===== src/rtl/io_display_ctrl_if.sv =====
// ---------------------------------------------------------------------------
// io_display_ctrl_if
//   Store bus from the core into the IO display controller.
//   ioWE      store strobe, at most one store per cycle
//   ioAddr    store byte address; bit 14 selects IO space, bits 5:1 the register
//   ioWrData  store data
// Modports: master drives the bus (core side), slave receives it (controller).
// ---------------------------------------------------------------------------
interface io_display_ctrl_if;
    logic        ioWE;
    logic [14:0] ioAddr;
    logic [15:0] ioWrData;

    modport master (output ioWE, output ioAddr, output ioWrData);
    modport slave  (input  ioWE, input  ioAddr, input  ioWrData);
endinterface


===== src/rtl/io_display_ctrl.sv =====
// ---------------------------------------------------------------------------
// io_display_ctrl
//   Memory-mapped IO controller for the board display. Decodes IO stores into
//   the sort-status, lamp, LED-control and user-LED registers, snapshots the
//   cycle counter when the sort finishes, and time-multiplexes two 4-digit
//   7-segment displays through a shared scan scheduler.
// Ports:
//   clk         system clock
//   rst         asynchronous active-low reset
//   bus         store bus (slave modport): ioWE, ioAddr, ioWrData
//   cycle       free-running cycle counter
//   sortFinish  registered finish flag
//   lamp        lamp register
//   ddOut       segments {disp1[15:8], disp0[7:0]}, bits {dp,g,f,e,d,c,b,a}
//   ddGate      digit gates {disp1, disp0}, one-hot per display, active-high
// ---------------------------------------------------------------------------
module io_display_ctrl #(
    parameter logic [27:0] SCAN_COUNT = 28'h3000,   // clk cycles per digit slot, >= 2
    parameter int          DIGITS     = 4           // digits per display
) (
    input  logic                  clk,
    input  logic                  rst,
    io_display_ctrl_if.slave      bus,
    input  logic [31:0]           cycle,
    output logic                  sortFinish,
    output logic [7:0]            lamp,
    output logic [15:0]           ddOut,
    output logic [2*DIGITS-1:0]   ddGate
);

    localparam int DIG_W = (DIGITS > 1) ? $clog2(DIGITS) : 1;
    localparam logic [DIG_W-1:0] LAST_DIGIT = DIG_W'(DIGITS - 1);

    // Register map, indexed by ioAddr[5:1]
    localparam logic [4:0] REG_SORT_FINISH = 5'h00;
    localparam logic [4:0] REG_SORT_COUNT  = 5'h01;
    localparam logic [4:0] REG_LAMP        = 5'h02;
    localparam logic [4:0] REG_LED_CTRL    = 5'h03;
    localparam logic [4:0] REG_SORT_START  = 5'h10;

    // Hex digit to segment pattern, dp always off
    function automatic logic [7:0] hex7seg(input logic [3:0] n);
        logic [7:0] seg;
        case (n)
            4'h0: seg = 8'h3F;  4'h1: seg = 8'h06;  4'h2: seg = 8'h5B;  4'h3: seg = 8'h4F;
            4'h4: seg = 8'h66;  4'h5: seg = 8'h6D;  4'h6: seg = 8'h7D;  4'h7: seg = 8'h07;
            4'h8: seg = 8'h7F;  4'h9: seg = 8'h6F;  4'hA: seg = 8'h77;  4'hB: seg = 8'h7C;
            4'hC: seg = 8'h39;  4'hD: seg = 8'h5E;  4'hE: seg = 8'h79;  default: seg = 8'h71;
        endcase
        return seg;
    endfunction

    logic                sort_finish_q, sort_finish_d;
    logic [31:0]         cyc_snap_q,    cyc_snap_d;
    logic [15:0]         sort_count_q,  sort_count_d;
    logic [7:0]          lamp_q,        lamp_d;
    logic                mode_q,        mode_d;
    logic [3:0]          nib_q [8];
    logic [3:0]          nib_d [8];
    logic [27:0]         prescaler_q,   prescaler_d;
    logic [DIG_W-1:0]    digit_q,       digit_d;
    logic [15:0]         dd_out_q,      dd_out_d;
    logic [2*DIGITS-1:0] dd_gate_q,     dd_gate_d;

    logic             io_wr;
    logic [4:0]       reg_sel;
    logic [15:0]      word1, word0;
    logic [DIG_W+1:0] nib_shift;
    logic [DIGITS-1:0] gate_one;

    assign io_wr   = bus.ioWE && bus.ioAddr[14];
    assign reg_sel = bus.ioAddr[5:1];

    // NOTE: every signal gets its hold/default value before any branch, so no
    // path through this block leaves a variable unassigned and no latch is inferred.
    always_comb begin
        sort_finish_d = sort_finish_q;
        cyc_snap_d    = cyc_snap_q;
        sort_count_d  = sort_count_q;
        lamp_d        = lamp_q;
        mode_d        = mode_q;
        nib_d         = nib_q;
        prescaler_d   = prescaler_q + 28'd1;
        digit_d       = digit_q;

        // Snapshot follows the counter until the sort is flagged finished
        if (!sort_finish_q) begin
            cyc_snap_d = cycle;
        end

        if (io_wr) begin
            case (reg_sel)
                REG_SORT_FINISH: begin
                    sort_finish_d = 1'b1;
                    cyc_snap_d    = cycle;   // re-captures even when already frozen
                end
                REG_SORT_COUNT:  sort_count_d = bus.ioWrData;
                REG_LAMP:        lamp_d       = bus.ioWrData[7:0];
                REG_LED_CTRL:    mode_d       = bus.ioWrData[0];
                5'h08, 5'h09, 5'h0A, 5'h0B,
                5'h0C, 5'h0D, 5'h0E, 5'h0F:
                                 nib_d[reg_sel[2:0]] = bus.ioWrData[3:0];
                REG_SORT_START: begin
                    sort_finish_d = 1'b0;
                    sort_count_d  = 16'h0000;
                end
                default: ;                   // CE/CP/CH/CYCLE and unmapped: ignored
            endcase
        end

        // Scan scheduler: both displays share one digit index
        if (prescaler_q == SCAN_COUNT - 28'd1) begin
            prescaler_d = 28'd0;
            digit_d     = (digit_q == LAST_DIGIT) ? '0 : digit_q + DIG_W'(1);
        end

        // Digit 0 is the most-significant nibble of each 16-bit word
        word1     = mode_q ? {nib_q[7], nib_q[6], nib_q[5], nib_q[4]} : sort_count_q;
        word0     = mode_q ? {nib_q[3], nib_q[2], nib_q[1], nib_q[0]} : cyc_snap_q[15:0];
        nib_shift = {LAST_DIGIT - digit_q, 2'b00};
        dd_out_d  = {hex7seg(4'(word1 >> nib_shift)), hex7seg(4'(word0 >> nib_shift))};

        gate_one  = {{(DIGITS-1){1'b0}}, 1'b1} << (LAST_DIGIT - digit_q);
        dd_gate_d = {gate_one, gate_one};
    end

    // NOTE: state updates use non-blocking assignments so every flop samples
    // the pre-edge values and simulation matches the synthesized registers.
    // NOTE: the user-nibble array is reset too: it is a small register file
    // whose contents are visible on the display right after reset.
    always_ff @(posedge clk or negedge rst) begin
        if (!rst) begin
            sort_finish_q <= 1'b0;
            cyc_snap_q    <= '0;
            sort_count_q  <= '0;
            lamp_q        <= '0;
            mode_q        <= 1'b0;
            for (int i = 0; i < 8; i++) begin
                nib_q[i] <= '0;
            end
            prescaler_q   <= '0;
            digit_q       <= '0;
            dd_out_q      <= '0;
            dd_gate_q     <= '0;
        end else begin
            sort_finish_q <= sort_finish_d;
            cyc_snap_q    <= cyc_snap_d;
            sort_count_q  <= sort_count_d;
            lamp_q        <= lamp_d;
            mode_q        <= mode_d;
            nib_q         <= nib_d;
            prescaler_q   <= prescaler_d;
            digit_q       <= digit_d;
            dd_out_q      <= dd_out_d;
            dd_gate_q     <= dd_gate_d;
        end
    end

    assign sortFinish = sort_finish_q;
    assign lamp       = lamp_q;
    assign ddOut      = dd_out_q;
    assign ddGate     = dd_gate_q;

    // Address bits outside the decode and the upper snapshot half are not displayed
    logic unused_bits;
    assign unused_bits = ^{bus.ioAddr[13:6], bus.ioAddr[0], cyc_snap_q[31:16]};

endmodule


===== src/flat_wrapper.sv =====
// flat-port wrapper written by rule: the top's interface ports become plain ports
module io_display_ctrl_flat 
#(
    parameter logic [27:0] SCAN_COUNT = 28'h3000,                                     
    parameter int          DIGITS     = 4                                
)
  (clk, rst, cycle, sortFinish, lamp, ddOut, ddGate, bus_ioWE, bus_ioAddr, bus_ioWrData);
  io_display_ctrl_if bus_i ();
  input  logic clk;
  input  logic rst;
  input  logic [31:0] cycle;
  output logic sortFinish;
  output logic [7:0] lamp;
  output logic [15:0] ddOut;
  output logic [2*DIGITS-1:0] ddGate;
  input wire logic [$bits(bus_i.ioWE)-1:0] bus_ioWE;
  input wire logic [$bits(bus_i.ioAddr)-1:0] bus_ioAddr;
  input wire logic [$bits(bus_i.ioWrData)-1:0] bus_ioWrData;
  assign bus_i.ioWE = bus_ioWE;
  assign bus_i.ioAddr = bus_ioAddr;
  assign bus_i.ioWrData = bus_ioWrData;
  io_display_ctrl #(.SCAN_COUNT(SCAN_COUNT), .DIGITS(DIGITS)) u_core (.clk(clk), .rst(rst), .bus(bus_i), .cycle(cycle), .sortFinish(sortFinish), .lamp(lamp), .ddOut(ddOut), .ddGate(ddGate));
endmodule

===== config.mk =====
export PLATFORM = sky130hd
export DESIGN_NAME = io_display_ctrl_flat
export DESIGN_NICKNAME = d
export VERILOG_FILES = /design/src/rtl/io_display_ctrl_if.sv /design/src/rtl/io_display_ctrl.sv /design/src/flat_wrapper.sv
export SDC_FILE = /design/constraint.sdc
export NUM_CORES = 1
export LEC_CHECK = 0
export BUFFER_PORTS_ARGS = -buffer_cell sky130_fd_sc_hd__buf_2
export CORE_MARGIN = 3
export CORE_UTILIZATION = 50
export CTS_CLUSTER_DIAMETER = 100
export DETAILED_ROUTE_END_ITERATION = 8
export GPL_TIMING_DRIVEN = 0
export HOLD_SLACK_MARGIN = 0.03
export MAX_ROUTING_LAYER = met4
export PLACE_DENSITY = 0.71
export SLEW_MARGIN = 20
export SYNTH_ARGS = -nofsm -noshare
export SYNTH_HDL_FRONTEND = slang
export SYNTH_SLANG_ARGS = --single-unit

===== constraint.sdc =====
create_clock -name clk -period 6.35 [get_ports clk]
set_clock_uncertainty 0.2 [all_clocks]
set_input_delay 1.27 -clock clk [delete_from_list [all_inputs] [get_ports clk]]
set_output_delay 1.27 -clock clk [all_outputs]
set_load 0.005 [all_outputs]

## Word level (Yosys, flattened, before mapping)

Memory sizes are Yosys's and may differ from the RTL's. A register that Yosys moved wholly into a read port is not among the register bits.
Index checks and enable logic that the tools add are counted.

- Logic and storage cells: 67
- ROM bits: 224
- Output and inout port bits: 33
- Memories kept: 2
- Register bits after elaboration: 144

- Shift operators: 3
- Eq/ne operators: 14
- Add/subtract/negate cells: 3
- Bitwise operators: 1
- Magnitude comparators: 2
- Reductions and logical operators: 13
- Muxes and demuxes: 12

Memory list:

| name | words | width | rd ports | clocked after memory_dff | write ports | line | text |
|---|---|---|---|---|---|---|---|
| (name not given) | 16 | 7 | 1 | 1 | 0 | io_display_ctrl.sv:44 | `case (n)` |
| (name not given) | 16 | 7 | 1 | 1 | 0 | io_display_ctrl.sv:44 |  |

Operator list:

| cell | count |
|---|---|
| 2-to-1 mux 32 bit | 3 |
| == test 5 x 4 -> 1 bit, second input constant | 8 |
| bitwise mux 32 bit | 1 |
| 2-to-1 mux 16 bit | 2 |
| case mux 16 bit (2 select lines) | 1 |
| right shift 16 x 4 -> 4 bit | 2 |
| adder 28 x 1 -> 28 bit, second input constant | 1 |
| == test 28 x 14 -> 1 bit, second input constant | 1 |
| 2-to-1 mux 28 bit | 1 |
| demux 4 bit (select 3 bit) | 1 |
| == test 5 x 2 -> 1 bit, second input constant | 2 |
| AND reduction 2 bit | 5 |
| OR reduction 8 bit | 1 |
| == test 5 x 1 -> 1 bit, second input constant | 1 |
| == test 5 bit, second input constant | 1 |
| zero test 5 bit | 1 |
| greater-or-equal comparator 4 bit, second input constant | 1 |
| < comparator 4 x 1 -> 1 bit, second input constant | 1 |
| 2-to-1 mux 4 bit | 1 |
| inverter 3 -> 4 bit | 1 |
| nonzero test 2 bit | 2 |
| left shift 1 x 2 -> 4 bit, first input constant | 1 |
| adder 2 x 1 -> 2 bit, second input constant | 1 |
| == test 2 bit, second input constant | 1 |
| 5 further kinds | 7 |

## Logic depth before layout (Yosys ltp)

Gate-level depths: netlist of run 1.

- Depth in word-level cells: 6
- Gate-level depth with buffers: 10

## Least setup slack after synthesis of run 1

No wires, ideal clock.

- Path kind: input-to-reg
- From: in bus_ioAddr[1]
- To: reg u_core.cyc_snap_q[10]
- Data arrival time: 2,521 ps
- Setup time: 125 ps
- Setup slack: 3,505 ps
- Stages: 5
- Data required time: 6,025 ps
- Path through: nor4bb_1 nand2_1 nand2_1 buf_2 mux2_2

- Cells in the longest elaborated chain, start to end: 3

Ends and longest elaborated chain:

| item | line | text |
|---|---|---|
| from (decl) | flat_wrapper.sv:17 | `input wire logic [$bits(bus_i.ioAddr)-1:0] bus_ioAddr;` |
| zero test 5 bit | io_display_ctrl.sv:92 | `case (reg_sel)` |
| 2-to-1 mux 32 bit | io_display_ctrl.sv:92 |  |
| 2-to-1 mux 32 bit | io_display_ctrl.sv:91 | `if (io_wr) begin` |
| via u_core.cyc_snap_d[10] | io_display_ctrl.sv:54 | `logic [31:0] cyc_snap_q, cyc_snap_d;` |
| to (signal assigned) | io_display_ctrl.sv:147 | `cyc_snap_q <= cyc_snap_d;` |
| to (decl) | io_display_ctrl.sv:54 |  |

The timed path passes the listed nets, and every way through them passes these cells.
A chain may end at the register's enable or synchronous reset.

## Worst setup path after layout of run 1

- From: in bus_ioAddr[1]
- To: reg u_core.cyc_snap_q[12]

The elaborated chain is that of the path after synthesis.

==> metrics.md, run 1 <==
| Metric | Value |
|---|---|
| Status | `finished, final reports clean` |
| Vias per inst | `5.484` |
| Average wire per standard cell | `17.06 µm` |
| Final Hold Violating Endpoints | `0` |
| Initial Utilization | `52.45%` |
| Routed wire length | `11.60 mm` |
| Worst-margin pin slew | `0.6773 ns` |
| Clk sink count | `122` |
| Worst-path clk slew | `0.05 ns` |
| Met2 usage | `31.57%` |
| Syn_area_per_cell | `13.27 µm²` |
| Crit-path slowest cell | `nor4bb_1` |
| H-tree Lvls | `4` |
| Setup crit end kind | `flip-flop` |
| Hold buffers post-CTS | `0` |
| Post-Synth XOR/XNOR Area | `4.070%` |
| Reg-to-reg setup timing slack | `3.68 ns` |
| CTS Root Cell | `clkbuf_16` |
| WP data arrival | `2.99 ns` |
| Clk Latency, worst-skew pair | `0.41 ns` |
| Period minus WS final | `2.902 ns` |
| Post-Syn Instances | `438` |
| FP Rows | `38` |
| Vias | `3729` |
| Unique masters post-synth | `42` |
| Compound-gate portion of the synthesized area | `4.694%` |
| Detailed Routing Iterations Pass 1 | `5` |
| Hpwl dp | `8.290 mm` |
| Yosys top cell area share | `52.54%` |
| Drt drc | `0` |
| Share of layout cells above drive strength 1 | `36.48%` |
| Met3 Usage GRT | `5.729%` |
| First-pass GRT wire length | `19.73 mm` |
| Leak | `3.287 nW` |
| Post-CTS Setup Bufs | `0` |
| Grt peak-use layer | `met2` |
| Fmax | `344.6 MHz` |
| Final core utilization | `62.02%` |
| Clock Path Buffers | `2` |
| RSZ-0062 raised after global routing | `no` |
| Largest family of logic cells by synthesized area | `multiplexers` |
| Max-cap check violation count | `0` |
| Adder-cell share of the synthesized area | `4.091%` |
| Gr ovfl total | `0` |
| Synth Flop Type | `dfrtp_1` |
| Mapped Area | `5811 µm²` |
| Top area cells in the synthesized netlist | `dfrtp_1 53%, mux2_2 13%, ha_1 4.1%` |
| Area Growth Syn to Fin | `18.24%` |
| Number of enable flip-flop cells after synthesis | `0` |
| Synth area leader | `dfrtp_1` |
| CP Class | `primary input to flip-flop` |
| Multi-input combinational cell area | `2557 µm²` |
| Worst Path Buf+Inv | `2` |
| TritonCTS Buffers | `17` |
| Delay-heaviest family, CP | `simple AND/OR/NAND/NOR gates` |
| # setup viols final | `0` |
| YS warnings | `0` |
| Fin Setup TNS | `0 ns` |
| DRT antenna net count | `0` |
| Count leader, synth | `dfrtp_1` |
| Worst vdd ir | `0.0003705 V` |
| Core footprint | `11080 µm²` |
| Die X | `113.8 µm` |
| Die footprint | `12950 µm²` |
| RD Place Congestion | `0.8778` |
| Largest net degree at the start of global routing | `66` |
| Worst EP required | `6.44 ns` |
| Mux cell area share after synthesis | `21.75%` |
| FILL cells | `908` |
| Critical-path cell list | `buf_2, nor4bb_1, nand2_1, nand2_1, buf_2, mux2_2` |
| Max-slew headroom | `54.60%` |
| Initial antenna violation count | `0` |
| Simple-gate share of the synthesized area | `9.281%` |
| Vias in the first global route | `3951` |
| Slew Limit Fails | `0` |
| CP max stage delay | `0.45 ns` |
| Fraction of registers with async set/reset | `100.0%` |
| Met1 Use GR | `26.03%` |
| Nets | `612` |
| CP Launch Type | `primary input` |
| Boundary Pins | `99` |
| Commonest cells post-synth | `122 x dfrtp_1, 69 x mux2_2, 27 x nand2_1, 19 x ha_1, 16 x a22o_1` |
| # diodes | `0` |
| CP Max Fanout | `10` |
| Flops & latches, synth | `122` |
| Initial DRC count | `231` |
| IO Port Bufs | `68` |
| Pwr per Cell Area | `302.4 nW/µm²` |
| Die height | `113.8 µm` |
| Reg area | `3053 µm²` |
| Period utilisation layout | `45.69%` |
| Total track usage | `20.22%` |
| CTS tree | `built` |
| Worst hold path class | `flip-flop to flip-flop` |
| Register area share after synthesis | `52.54%` |
| Resize count post-CTS | `0` |
## metrics by stage
| stage | hold WS [ns] | power [W] | instances | cell area (µm²) | setup WS, ns |
|---|---|---|---|---|---|
| floorplan | 0.2429 | 0.001147 | 439 | 5814 | 3.505 |
| global placement | 0.2639 | 0.001255 | 647 | 6330 | 2.323 |
| detailed placement | 0.2625 | 0.001275 | 648 | 6364 | 3.013 |
| CTS | 0.2736 | 0.002101 | 680 | 6870 | 3.437 |
| global route | 0.2883 | 0.002182 | 680 | 6870 | 3.247 |
| finish | 0.2718 | 0.002077 | 680 | 6870 | 3.448 |
## registers in the layout, indices dropped and copies added (netlist names)
register	flops
u_core.ddOut	14
u_core.nib_q	32
u_core.mode_q	1
u_core.cyc_snap_q	16
u_core.lamp	8
u_core.digit_q	2
u_core.sortFinish	1
u_core.prescaler_q	28
u_core.ddGate	4
u_core.sort_count_q	16
## worst paths after layout
path / from / end / depth (start not counted)
min in group asynchronous: rst / u_core.lamp[7] / 1
hold reg to reg: u_core.prescaler_q[27] / u_core.prescaler_q[27] / 1
hold / removal: u_core.prescaler_q[27] / u_core.prescaler_q[27] / 1
setup / recovery: bus_ioAddr[1] / u_core.cyc_snap_q[12] / 6
setup reg to reg: u_core.digit_q[0] / u_core.ddOut[4] / 9
max in group asynchronous: rst / u_core.prescaler_q[1] / 2
## area by class of cell
class,instances,share of cell area (%)
multi-input combinational,278,37.22
buffer,24,2.149
timing repair buffer,69,5.445
clock inverter,10,0.7649
inverter,15,0.8195
sequential,122,44.44
clock buffer,22,6.611
tap,140,2.550
## power by group
group / switching [W] / internal, W
combinational: 0.000156 / 0.000186
sequential: 0.0000441 / 0.000872
clock: 0.000319 / 0.000500
total: 0.000519 / 0.00156
## routing by layer
| metal | wire length, µm | part of all wire, % |
|---|---|---|
| met1 | 5228 | 45 |
| met2 | 5627 | 48 |
| met4 | 108 | 0.93 |
| met5 | 0 | 0 |
| met3 | 639 | 5.5 |
## layout by cell type (no fill, tap or decap), types with 2 or more instances in the layout
| master | count |
|---|---|
| dfrtp_1 | 122 |
| buf_2 | 71 |
| mux2_2 | 69 |
| nand2_1 | 27 |
| ha_1 | 19 |
| clkbuf_16 | 17 |
| a22o_1 | 16 |
| inv_1 | 14 |
| xnor2_1 | 14 |
| nand3_1 | 13 |
| xor2_1 | 13 |
| nor2_1 | 12 |
| mux4_2 | 10 |
| nor3_1 | 10 |
| clkbuf_1 | 10 |
| mux2i_1 | 9 |
| clkinv_2 | 9 |
| buf_4 | 8 |
| nand4_1 | 8 |
| a2bb2oi_1 | 6 |
| and3_1 | 6 |
| mux4_1 | 6 |
| nor4_1 | 5 |
| buf_6 | 4 |
| and4_1 | 4 |
| and2_1 | 4 |
| nor2b_1 | 4 |
| a21oi_1 | 3 |
| o21ai_0 | 3 |
| buf_1 | 3 |
| nand2b_1 | 2 |
| o22a_1 | 2 |
| a211oi_2 | 2 |
| conb_1 | 2 |
## logic make-up after synthesis
group / Yosys count
compound gates: 33
buf+inv: 39
mux: 95
xor+xnor: 27
other cells: 1
simple gates: 102
flops: 122
fa+ha+maj: 19
Note: power is estimated with default switching activity, not from simulation.
==> inputs of run 2 (changes only) <==
==> constraint.sdc (replaced) <==
create_clock -name clk -period 2.8 [get_ports clk]
set_clock_uncertainty 0.2 [all_clocks]
set_input_delay 0.56 -clock clk [delete_from_list [all_inputs] [get_ports clk]]
set_output_delay 0.56 -clock clk [all_outputs]
set_load 0.005 [all_outputs]
==> run 2 against run 1 <==
Compared with the run above:
- sequential share of layout area did not move
- sequential power up 130%
- critical path depth stayed put
- critical path type is now flip-flop to flip-flop
- register-to-register slack got worse by 3.4 ns
- count of clock-buffer cells in the layout did not move
==> metrics.md, run 2 (synthesis gave the netlist of run 1 again) <==
| Metric | Value |
|---|---|
| Final Hold Violating Endpoints | `0 (unchanged)` |
| Placed insts | `648 (unchanged)` |
| CP Class | `flip-flop to flip-flop` |
| CP Max Fanout | `19 (+9)` |
| # diodes | `0 (unchanged)` |
| Fmax | `391.8 MHz` |
| Period utilisation layout | `91.15%` |
| FILL cells | `908 (unchanged)` |
| Leak | `3.281 nW (-0.20%)` |
| Worst vdd ir | `0.0008424 V (+130%)` |
| Initial DRC count | `169 (-27%)` |
| IO Port Bufs | `68 (unchanged)` |
| Period minus WS final | `2.552 ns` |
| Critical-path cell list | `buf_6, mux4_1, mux2_2, ha_1, mux2_2, a2bb2oi_1` |
| Reg with most FFs | `u_core.nib_q` |
| Area Growth Syn to Fin | `18.24% (unchanged)` |
| Boundary Pins | `99 (unchanged)` |
| Clock Path Buffers | `2 (unchanged)` |
| Max-cap check violation count | `0 (unchanged)` |
| CP most frequent cell | `mux2_2` |
| Hold Slack | `0.1805 ns (-0.09128 ns)` |
| Gr ovfl total | `0 (unchanged)` |
| Max-slew headroom | `54.62% (about the same)` |
| Worst-path clk slew | `0.05 ns (about the same)` |
| Total track usage | `20.24% (+0.023 points)` |
| Regs by FF count | `u_core.nib_q: 32 flops, u_core.prescaler_q: 28 flops` |
| Final core utilization | `62.02% (unchanged)` |
| TritonCTS Buffers | `17 (unchanged)` |
| RD Place Congestion | `0.8778 (unchanged)` |
| RSZ-0062 raised after global routing | `no` |
| WP data arrival | `2.68 ns (-0.31 ns)` |
| Die height | `113.8 µm (unchanged)` |
| Fin area | `6870 µm² (unchanged)` |
| Clk sink count | `122 (unchanged)` |
| Vias per inst | `5.432 (-0.95%)` |
| Worst EP required | `2.93 ns (-3.51 ns)` |
| Most frequent cells in the layout | `122 x dfrtp_1, 69 x buf_2, 69 x mux2_2, 27 x nand2_1, 19 x ha_1` |
| Final Power | `0.004704 W (+130%)` |
| Die footprint | `12950 µm² (unchanged)` |
| CTS tree | `built` |
| Worst-margin pin slew | `0.6771 ns (-0.0002889 ns)` |
| CTS Root Cell | `clkbuf_16` |
| Pwr per Cell Area | `684.7 nW/µm² (+130%)` |
| Layout Cells excl Fill | `679 (-0.15%)` |
| H-tree Lvls | `4 (unchanged)` |
| Initial antenna violation count | `0 (unchanged)` |
| Slew Limit Fails | `0 (unchanged)` |
| Clk Latency, worst-skew pair | `0.41 ns (about the same)` |
| Status | `finished, final reports clean` |
| Core footprint | `11080 µm² (unchanged)` |
| # setup viols final | `0 (unchanged)` |
| Average wire per standard cell | `16.90 µm (-0.97%)` |
| Nets | `611 (-0.16%)` |
| First-pass GRT wire length | `19.76 mm (+0.14%)` |
| Max FFs per register | `32 (unchanged)` |
| Die X | `113.8 µm (unchanged)` |
| CP Launch Type | `flip-flop` |
| Placed cell areas | `6364 µm² (unchanged)` |
| Initial Utilization | `52.45% (unchanged)` |
| Vias in the first global route | `3963 (+0.30%)` |
| Post-CTS Setup Bufs | `0 (unchanged)` |
| Hpwl dp | `8.290 mm (unchanged)` |
| Vias | `3688 (-1.1%)` |
| DRT antenna net count | `0 (unchanged)` |
| Routed wire length | `11.47 mm (-1.1%)` |
| Setup crit end kind | `flip-flop` |
| FP Rows | `38 (unchanged)` |
| Worst hold path class | `primary input to flip-flop` |
| Crit-path slowest cell | `mux4_1` |
| Drt drc | `0 (unchanged)` |
| CP max stage delay | `0.60 ns (+0.15 ns)` |
| Share of layout cells above drive strength 1 | `36.18% (-0.30 points)` |
| Largest net degree at the start of global routing | `66 (unchanged)` |
| Detailed Routing Iterations Pass 1 | `4 (-1)` |
| Leading cell type in the layout, fill and taps excluded | `dfrtp_1` |
## run 2: cell types whose count changed in the layout (fill, tap and decap cells not counted), sizes merged
cell	delta
dlygate4sd3	+1
buf	-2
## run 2: worst max-delay path: cells and delay by family (launching register included)
family,cells,cell delay [ns]
AOI/OAI and AO/OA,1,0.15
adders and majority gates,1,0.27
buffers and inverters,1,0.24
DFF,1,0.39
muxes,3,1.21
## run 2: stage by stage
step / TNS (ns) / worst slack, ns
floorplan: 0 / 0.4039
global placement: -62.00 / -0.5174
detailed placement: 0 / 0.1052
CTS: 0 / 0.1005
global route: 0 / 0.1304
finish: 0 / 0.2477
## run 2: area by class of cell
type	instances	area, µm²	area share (%)
Multi-Input combinational cell	278	2557	37.22
Clock inverter	10	52.55	0.7649
Buffer	22	137.6	2.003
Timing Repair Buffer	70	384.1	5.591
Inverter	15	56.30	0.8195
Tap cell	140	175.2	2.550
Sequential cell	122	3053	44.44
Clock buffer	22	454.2	6.611
## run 2: worst paths after layout
check / from / end / slack (ns) / cells after the start
max: u_core.digit_q[0] / u_core.ddOut[5] / 0.25 / 6
min reg2reg: u_core.prescaler_q[27] / u_core.prescaler_q[27] / 0.27 / 1
max in group asynchronous: rst / u_core.prescaler_q[1] / 1.18 / 3
min in group asynchronous: rst / u_core.lamp[7] / 0.53 / 2
max reg2reg: u_core.digit_q[0] / u_core.ddOut[5] / 0.25 / 6
min: bus_ioWrData[11] / u_core.sort_count_q[11] / 0.18 / 2
## run 2: what timing repair did
item / CTS / global route
hold endpoints to repair: 64 / 0
resized for setup: 0 / 0
setup endpoints to repair: 0 / 5
hold buffers: 1 / 0
## run 2: report_power, final
group          switching (W)  internal (W)
logic               0.000354      0.000421
registers           0.000100       0.00198
clock network       0.000716       0.00113
total                0.00117       0.00353
## run 2: per-layer routing
layer | GRT usage (%) | up-vias | wire length (µm)
met1 | 26.03 | 1842 | 5219
met5 | - | - | 0
met4 | 5.938 | 0 | 107
li1 | - | 1750 | -
met3 | 5.729 | 7 | 575
met2 | 31.65 | 89 | 5570
